--- config.mk ---
export PLATFORM = sky130hd
export DESIGN_NAME = pc_sequencer
export DESIGN_NICKNAME = d
export VERILOG_FILES = /design/src/rtl/pc_sequencer.sv
export SDC_FILE = /design/constraint.sdc
export NUM_CORES = 1
export LEC_CHECK = 0
export ABC_AREA = 1
export CAP_MARGIN = 20
export CORE_ASPECT_RATIO = 0.6
export CORE_MARGIN = 10
export CORE_UTILIZATION = 52
export CTS_CLUSTER_DIAMETER = 150
export DETAILED_ROUTE_END_ITERATION = 16
export PLACE_DENSITY = 0.81
export SETUP_SLACK_MARGIN = 0.4
export SKIP_LAST_GASP = 1
export SYNTH_ARGS = -nofsm -noshare
export SYNTH_HDL_FRONTEND = slang
export SYNTH_SLANG_ARGS = --single-unit
--- constraint.sdc ---
create_clock -name Clk -period 2.7 [get_ports Clk]
set_input_delay 0.54 -clock Clk [delete_from_list [all_inputs] [get_ports Clk]]
set_output_delay 0.54 -clock Clk [all_outputs]
set_load 0.02 [all_outputs]
--- src/rtl/pc_sequencer.sv ---
// Program-counter register and fetch sequencer: IDLE/RUN/DONE program handshake,
// relative/absolute branch application and a saturating RUN-cycle counter.
module pc_sequencer #(
  parameter int D        = 12,
  parameter int CW       = 16,
  parameter int START_PC = 0
) (
  input  logic          Clk,
  input  logic          Reset,
  input  logic          Start,
  input  logic          stall,
  input  logic          halt,
  input  logic          branch_en,
  input  logic          branch_abs,
  input  logic [D-1:0]  target,
  output logic [D-1:0]  prog_ctr,
  output logic          running,
  output logic          done,
  output logic [CW-1:0] cyc_cnt
);

  localparam logic [D-1:0] START = D'(START_PC);

  typedef enum logic [1:0] {
    IDLE = 2'd0,
    RUN  = 2'd1,
    DONE = 2'd2
  } state_t;

  state_t state;

  always_ff @(posedge Clk) begin
    if (Reset) begin
      state    <= IDLE;
      prog_ctr <= START;
      cyc_cnt  <= '0;
      running  <= 1'b0;
      done     <= 1'b0;
    end else begin
      unique case (state)
        IDLE, DONE: begin
          if (Start) begin
            state    <= RUN;
            prog_ctr <= START;
            cyc_cnt  <= '0;
            running  <= 1'b1;
            done     <= 1'b0;
          end
        end

        RUN: begin
          if (Start) begin
            prog_ctr <= START;
            cyc_cnt  <= '0;
          end else begin
            // The halting cycle is itself a RUN cycle, so it is counted too.
            if (cyc_cnt != '1)
              cyc_cnt <= cyc_cnt + 1'b1;

            if (halt && !stall) begin
              state   <= DONE;
              running <= 1'b0;
              done    <= 1'b1;
            end else if (stall) begin
              prog_ctr <= prog_ctr;
            end else if (branch_en && branch_abs) begin
              prog_ctr <= target;
            end else if (branch_en) begin
              // D-bit add: two's-complement offset, wraps modulo 2**D.
              prog_ctr <= prog_ctr + target;
            end else begin
              prog_ctr <= prog_ctr + 1'b1;
            end
          end
        end

        default: begin
          state   <= IDLE;
          running <= 1'b0;
          done    <= 1'b0;
        end
      endcase
    end
  end

endmodule

==> results.cfg, run 1 <==
[min_path]
hold_depth = 2
min_to = prog_ctr[9]
hold_start = prog_ctr[9]
min_path_type = reg -> reg

[route]
avgRoutedWirePerCell_um = 13.5
ant_nets = 0
vias_per_cell = 5.06
first_pass_iters = 5
drt_iter0_drc = 219
route.detailed.drc = 0
vias = 2536
finalWirelength_mm = 6.78

[place]
port_buffers = 48
place_hpwl_mm = 5.32
gp_congestion = 0.945
place_area_mm2 = 0.00298
dpl.cell_count = 494

[synthesis]
synth.area.top_cells = dfxtp_1 26%, nand2_1 18%, inv_1 8.5%, ha_1 6.2%, a21oi_1 6.0%
synth-seq-cells = 31
ys.flop_type = dfxtp_1
ys_top_cells_by_count = 117 x nand2_1, 55 x inv_1, 33 x nor2_1
synth_top_cell_by_area = dfxtp_1
yosysMostFrequentCell = nand2_1
synth_cells = 385
syn_area_mm2 = 0.00242
ys_types = 40
synth_nets = 417
synth_edf_count = 0
yosysWarnings = 0
synth_seq_area_share_pct = 25.7
synth_top_area_share_pct = 25.7
synth_async_sr_flop_share_pct = 0
avgSynthCellArea_um2 = 6.28

[sta]
skew_ns = 0.0129
maxSlewViolCount = 0
finalHoldViolCount = 0
maxSlewHeadroom_pct = 65.9
timing.fmax_mhz = 458
worstMarginPinSlew_ns = 0.510
setup_violations = 0
fin_crit_ns = 2.19
timing.final.crit_share_pct = 80.9
fin_setup_tns_ns = 0
rsz0062_at_grt = true

[critical_path]
cp_data_arrival_time_ns = 2.40
rrSetupSlack_ns = 0.80
slowest_delay_ns = 0.45
cp.required_ns = 2.91
cp_common_cell = nand2_1
r2r_end = cyc_cnt[15]
ff2ff_path_depth = 11
r2r-start = cyc_cnt[0]
slowest_stage = clkdlybuf4s50_1
crit_path_max_fanout = 3
endpoint_kind = flip-flop
crit_chain = clkdlybuf4s50_1, inv_1, nand2_1, ha_1, inv_1, fa_2, nor2_2, o21ai_1, nand2_1, nor2_1, o21ai_0, nand2_1, a21oi_1
crit_type = in -> reg
start_kind = input pin

[clock_network]
cts_made_buffers = 5
insertion_delay_ns = 0.29
cts_num_sinks = 31
clock_path_buffers = 2
cts_root_buf = clkbuf_8
cts.clk_slew.worst_paths_ns = 0.07
cts_tree = yes
htree_levels = 2
cts_setup_buffers = 0

[cells_and_area]
fillCellCount = 391
stdcell_area_mm2 = 0.00308
synthToLayoutAreaGrowth_pct = 27.5
drive_gt1_share_pct = 11.2
antenna_cells = 0
nNetsFinal = 470
fin_cells = 501

[grt]
overflow = 0
grt_pass1_vias = 2417
antenna_found_initial = 0
grt_max_degree = 15
grt_usage_pct = 17.8
grt_pass1_wl_mm = 11.6

[pwr]
ir_worst_vdd_uv = 268
power.density_mw_per_mm2 = 348
p_leak_nw = 1.43
total_power_w = 0.00107

[floorplan]
start_util_pct = 53.2
io_pins = 49
core_mm2 = 0.00454
dieHeight_um = 72.8
dieArea_mm2 = 0.00787
rows = 19
die_x_um = 108

[run_status]
status = completed

[run]
drv_cap = 0
how the worst max path moves through the flow:
stage                    from          end  slack, ns  depth (start not counted)
finish              target[0]  prog_ctr[8]       0.51                         13
floorplan           branch_en  prog_ctr[8]       0.59                         12
detailed placement  branch_en  prog_ctr[6]       0.05                         11
global route        target[0]  prog_ctr[8]       0.34                         13
CTS                 target[0]  prog_ctr[8]       0.42                         13
global placement    branch_en  prog_ctr[8]       0.13                         14
worst max-delay path, delay by kind of cell:
kind            cells  cell delay, ns
simple gates        5            0.39
fa+ha+maj           2            0.54
buf+inv             3            0.56
compound gates      3            0.37
sequential cells by signal (all words and copies together), names as in the netlist:
register	count
running	1
prog_ctr	12
done	1
state	1
cyc_cnt	16
kinds of logic (layout without fill, tap and decap cells):
family          Yosys count  after routing  synth area share [%]
simple gates            208            208                  41.1
buf+inv                  71            124                  11.4
compound gates           57             57                  12.9
flops                    31             31                  25.7
fa+ha+maj                13             13                  7.04
xor+xnor                  5              5                  1.81
through the flow:
| stage | hold WS, ns | setup slack (ns) | util (%) |
|---|---|---|---|
| 2_1_floorplan | 0.535 | 0.590 | - |
| 3_3_place_gp | 0.474 | 0.132 | 65.5 |
| 3_5_place_dp | 0.475 | 0.0472 | 65.5 |
| 4_1_cts | 0.486 | 0.421 | 67.6 |
| 5_1_grt | 0.500 | 0.337 | 67.9 |
| 6_report | 0.484 | 0.515 | 67.9 |
cell type report:
cell class,instances,area (µm²),area share [%]
clock buffers,6,82.6,2.68
well taps,63,78.8,2.56
clock inverters,1,5.00,0.162
inverters,65,245,7.96
flip-flops and latches,31,621,20.1
repair buffers,52,513,16.6
multi-input cells,283,1540,49.9
cell usage in the layout, fill, tap and decap left out, drive strengths merged, types with 3 or more instances in the layout:
| master | netlist | routed |
|---|---|---|
| nand2 | 123 | 123 |
| inv | 62 | 62 |
| clkdlybuf4s50 | 0 | 47 |
| nor2 | 46 | 46 |
| dfxtp | 31 | 31 |
| a21oi | 30 | 30 |
| nand3 | 22 | 22 |
| o21ai | 19 | 19 |
| ha | 12 | 12 |
| nand4 | 8 | 8 |
| clkbuf | 2 | 6 |
| nor3 | 4 | 4 |
| buf | 4 | 4 |
| clkinv | 3 | 4 |
| xor2 | 3 | 3 |
routing by layer:
layer	up-vias	global-route usage [%]	part of all wire, %
met4	0	3.83	0.91
met3	10	5.64	11
li1	1317	-	-
met5	-	0	0
met1	1100	25.1	48
met2	109	25.7	40
power breakdown:
part	switching, W	total (W)	internal [W]
logic	0.000134	0.000219	0.0000854
registers	0.00000751	0.000472	0.000465
clock network	0.000179	0.000379	0.000200
what timing repair did:
item	CTS	global route
setup endpoints to repair	4	4
hold buffers	0	0
pin swaps	0	0
hold endpoints to repair	0	0
gates resized for setup	3	5
(Power assumes the default switching activity.)
==> run 2: changes to the inputs <==
clock period = 2.1 ns   (was 2.7 ns; I/O delays follow)
==> run 2 against run 1 <==
  * Worst setup slack worse by 0.15 ns
  * Die area unchanged
  * Register-to-register slack worse by 0.40 ns
  * Design area up 18%
  * Global-route usage up 3.8 points
  * Sequential cell count unchanged
  * Combinational power up 77%
==> results.cfg, run 2 (same netlist as run 1, synthesis figures left out) <==
[sta]
skew_ns = 0.00581
maxSlewHeadroom_pct = 73.1
fin_setup_tns_ns = 0
timing.fmax_mhz = 576
timing.final.crit_share_pct = 82.7
maxSlewViolCount = 0
worstMarginPinSlew_ns = 0.403
setup_violations = 0
rsz0062_at_grt = true
fin_crit_ns = 1.74
finalHoldViolCount = 0

[critical_path]
crit_chain = dlygate4sd2_1, nand2_1, inv_2, ha_4, nand2_1, nor2_2, nand3_4, nand4_1, nand3_1, nand2_1, nand2_1, a21oi_1
r2r_end = prog_ctr[10]
crit_path_max_fanout = 4
cp.required_ns = 2.34
endpoint_kind = flip-flop
r2r-start = prog_ctr[0]
ff2ff_path_depth = 11
slowest_delay_ns = 0.29
start_kind = input pin
cp_data_arrival_time_ns = 1.98
crit_type = in -> reg
cp_common_cell = nand2_1
slowest_stage = ha_4
rrSetupSlack_ns = 0.40

[route]
vias_per_cell = 5.62
route.detailed.drc = 0
drt_iter0_drc = 333
ant_nets = 0
finalWirelength_mm = 8.88
first_pass_iters = 5
vias = 2971
avgRoutedWirePerCell_um = 16.8

[cells_and_area]
nNetsFinal = 497
final_common_cell = nand2_1
reg_top3 = cyc_cnt x16, prog_ctr x12
layout_common_cells = 96 x nand2_1, 42 x inv_1, 33 x dlygate4sd2_1, 27 x dfxtp_1, 27 x buf_4
utilization_pct = 80.3
stdcell_area_mm2 = 0.00365
largest_reg_flops = 16
top_register = cyc_cnt
antenna_cells = 0
fillCellCount = 325
synthToLayoutAreaGrowth_pct = 50.9
drive_gt1_share_pct = 31.3

[floorplan]
dieArea_mm2 = 0.00787
rows = 19
core_mm2 = 0.00454
io_pins = 49
start_util_pct = 53.2
dieHeight_um = 72.8
die_x_um = 108

[clock_network]
insertion_delay_ns = 0.30
cts_made_buffers = 5
cts_num_sinks = 31
cts.clk_slew.worst_paths_ns = 0.07
cts_hold_buf = 0
htree_levels = 2
cts_tree = yes
cts_root_buf = clkbuf_8
clock_path_buffers = 2

[grt]
met3_usage_pct = 7.76
antenna_found_initial = 0
grt_pass1_wl_mm = 13.6
grt_max_degree = 15
gr-usage-met2_pct = 33.4
overflow = 0
grt-busiest-layer = met2
gr-usage-met1_pct = 27.5
grt_pass1_vias = 2832
grt_usage_pct = 21.6

[place]
place_hpwl_mm = 5.89
gp_congestion = 0.989
port_buffers = 48
place_area_mm2 = 0.00324

[pwr]
p_leak_nw = 1.84
power.density_mw_per_mm2 = 451
ir_worst_vdd_uv = 455

[min_path]
hold_start = target[0]
min_path_type = in -> reg
min_to = prog_ctr[0]
hold_depth = 5

[run_status]
status = completed

[run]
drv_cap = 0
-- run 2: timing repair --
action                                  CTS  global route
buffers inserted                          5             4
resized for setup                        85            40
endpoints found under the setup margin   43            32
pin swaps                                22            19
-- run 2: where the power goes --
group          internal, W  switching (W)  leakage (nW)
Clock             0.000384       0.000262        0.0612
Combinational     0.000163       0.000225          1.52
Sequential        0.000596      0.0000132         0.253
-- run 2: per-stage QoR --
stage               setup slack [ns]  instances  hold slack (ns)  total power [W]
CTS                            0.344        525            0.500          0.00160
global placement              -0.243        512            0.466         0.000954
floorplan                      0.314        385            0.512         0.000816
global route                   0.213        529            0.535          0.00169
detailed placement            -0.307        512            0.480         0.000960
finish                         0.363        529            0.498          0.00164
-- run 2: worst max path at each step --
stage                startpoint           end  cells past startpoint
floorplan             branch_en   prog_ctr[8]                     13
detailed placement    branch_en   prog_ctr[8]                     14
global route          target[3]   prog_ctr[9]                     15
global placement      branch_en   prog_ctr[7]                     16
CTS                 prog_ctr[9]   prog_ctr[9]                      1
finish                target[5]  prog_ctr[10]                     12
-- run 2: cell type report --
class | instances | area, µm² | area share (%)
multi-input combinational | 283 | 1870 | 51.2
sequential | 31 | 631 | 17.3
clock buffer | 6 | 82.6 | 2.26
clock inverter | 2 | 35.0 | 0.961
inverter | 65 | 248 | 6.79
timing repair buffer | 79 | 704 | 19.3
tap | 63 | 78.8 | 2.16
-- run 2: critical path, delay by kind of cell --
| family | cells | cell delay, ns |
|---|---|---|
| compound gates | 1 | 0.15 |
| buf+inv | 2 | 0.31 |
| fa+ha+maj | 1 | 0.29 |
| simple gates | 8 | 0.81 |
-- run 2: layer usage --
layer / part of all wire (%) / up-vias
met5: 0 / -
met4: 2.3 / 0
met3: 10 / 39
met2: 44 / 187
met1: 43 / 1370
li1: - / 1375
==> run 3: changes to the inputs <==
clock period = 1.8 ns   (was 2.1 ns; I/O delays follow)
==> run 3 against run 2 <==
  * Clock power shrank 4.8%
  * Worst setup slack lost 0.32 ns
  * First-iteration DRC count shrank 6.6%
  * Design area grew 11%
  * Largest power group is now sequential cells
  * Clock skew grew 0.015 ns
  * Cell count grew 3.4%
  * Highest routed layer unchanged
  * Die area is the same
  * Worst hold slack lost 0.048 ns
  * Critical path depth shrank 3
  * Power grew 14%
  * Via count grew 6.4%
==> results.cfg, run 3 (same netlist as run 1, synthesis figures left out) <==
[run_status]
status = completed

[cells_and_area]
top_register = cyc_cnt
stdcell_area_mm2 = 0.00405
nNetsFinal = 515
synthToLayoutAreaGrowth_pct = 67.3
final_common_cell = nand2_1
largest_reg_flops = 16
reg_top3 = cyc_cnt x16, prog_ctr x12
drive_gt1_share_pct = 48.1
layout_common_cells = 75 x nand2_1, 37 x inv_1, 35 x buf_4, 28 x nand2_2, 24 x inv_2
antenna_cells = 0

[sta]
skew_ns = 0.0213
maxSlewHeadroom_pct = 76.4
finalHoldViolCount = 0
fin_setup_tns_ns = 0
maxSlewViolCount = 0
rsz0062_at_grt = true
fin_ws_ns = 0.0382
fin_crit_ns = 1.76
timing.final.crit_share_pct = 97.9
setup_violations = 0
timing.fmax_mhz = 568
worstMarginPinSlew_ns = 0.353

[critical_path]
endpoint_kind = flip-flop
cp_data_arrival_time_ns = 1.98
crit_chain = ha_4, inv_2, fa_2, nor2_4, buf_4, nor2_2, xnor2_1, o21ai_1, a21oi_1
cp_top_family = adder cells
start_kind = flip-flop
crit_path_max_fanout = 3
slowest_stage = fa_2
slowest_delay_ns = 0.42
cp.required_ns = 2.02
crit_type = reg -> reg
worst-path-buf-inv = 2

[clock_network]
cts_tree = yes
cts_hold_buf = 0
cts_root_buf = clkbuf_8
clock_path_buffers = 2
insertion_delay_ns = 0.31
cts.clk_slew.worst_paths_ns = 0.07
cts_num_sinks = 31
htree_levels = 2
cts_made_buffers = 5

[grt]
overflow = 0
antenna_found_initial = 0
grt_pass1_vias = 2737
grt_usage_pct = 21.5
grt_pass1_wl_mm = 13.8
grt_max_degree = 12

[route]
vias_per_cell = 5.78
first_pass_iters = 5
drt_iter0_drc = 311
avgRoutedWirePerCell_um = 18.7
vias = 3161
finalWirelength_mm = 10.2
ant_nets = 0
route.detailed.drc = 0

[floorplan]
core_mm2 = 0.00454
die_x_um = 108
start_util_pct = 53.2
rows = 19
dieHeight_um = 72.8
dieArea_mm2 = 0.00787
io_pins = 49

[place]
place_area_mm2 = 0.00342
place_hpwl_mm = 6.03
gp_congestion = 0.923
port_buffers = 48
place_ws_ns = -0.639

[min_path]
min_path_type = in -> reg

[pwr]
p_leak_nw = 1.86
power.density_mw_per_mm2 = 465
ir_worst_vdd_uv = 421

[run]
drv_cap = 0
## run 3: path summary, 6_finish.rpt
check                from            to  slack [ns]  depth (start not counted)
min             target[2]   prog_ctr[2]        0.45                          3
max           prog_ctr[0]   prog_ctr[4]        0.04                          9
min reg2reg  prog_ctr[11]  prog_ctr[11]        0.48                          2
max reg2reg   prog_ctr[0]   prog_ctr[4]        0.04                          9
## run 3: worst reg2reg max path: stages (launching register included)
cell     delay, ns
dfxtp_2       0.36
ha_4          0.14
inv_2         0.04
fa_2          0.42
nor2_4        0.12
buf_4         0.12
nor2_2        0.04
xnor2_1       0.22
o21ai_1       0.11
a21oi_1       0.13
## run 3: power by group
part / total [W] / internal, W / switching (W)
logic: 0.000558 / 0.000243 / 0.000315
registers: 0.000709 / 0.000695 / 0.0000141
clock network: 0.000615 / 0.000309 / 0.000306
total: 0.00188 / 0.00125 / 0.000635
## run 3: area by class of cell
type	count	area [µm²]
clock inverter	1	5.00
multi-input combinational	284	2110
fill	207	495
sequential	31	641
timing repair buffer	96	875
tap	63	78.8
inverter	65	253
clock buffer	7	86.3
## run 3: through the flow
step           hold slack, ns  utilization (%)  power (W)  cells
3_5_place_dp            0.468             75.4    0.00115    520
5_1_grt                 0.455             89.1    0.00193    547
2_1_floorplan           0.515                -   0.000972    385
6_report                0.449             89.1    0.00188    547
4_1_cts                 0.472             85.8    0.00180    543
3_3_place_gp            0.471             75.4    0.00114    520
## run 3: routing by layer
metal / vias to the layer above / routed length (µm) / global-route usage, %
met5: - / 0 / 0
met4: 0 / 406 / 5.01
met3: 53 / 1110 / 5.29
met2: 220 / 4520 / 31.8
met1: 1458 / 4220 / 30.4
li1: 1430 / - / -
## run 3: what timing repair did
| item | CTS | global route |
|---|---|---|
| setup endpoints to repair | 58 | 45 |
| gates cloned | 2 | 0 |
| pin swaps | 64 | 41 |
| gates resized for setup | 159 | 73 |
| setup buffers | 13 | 4 |
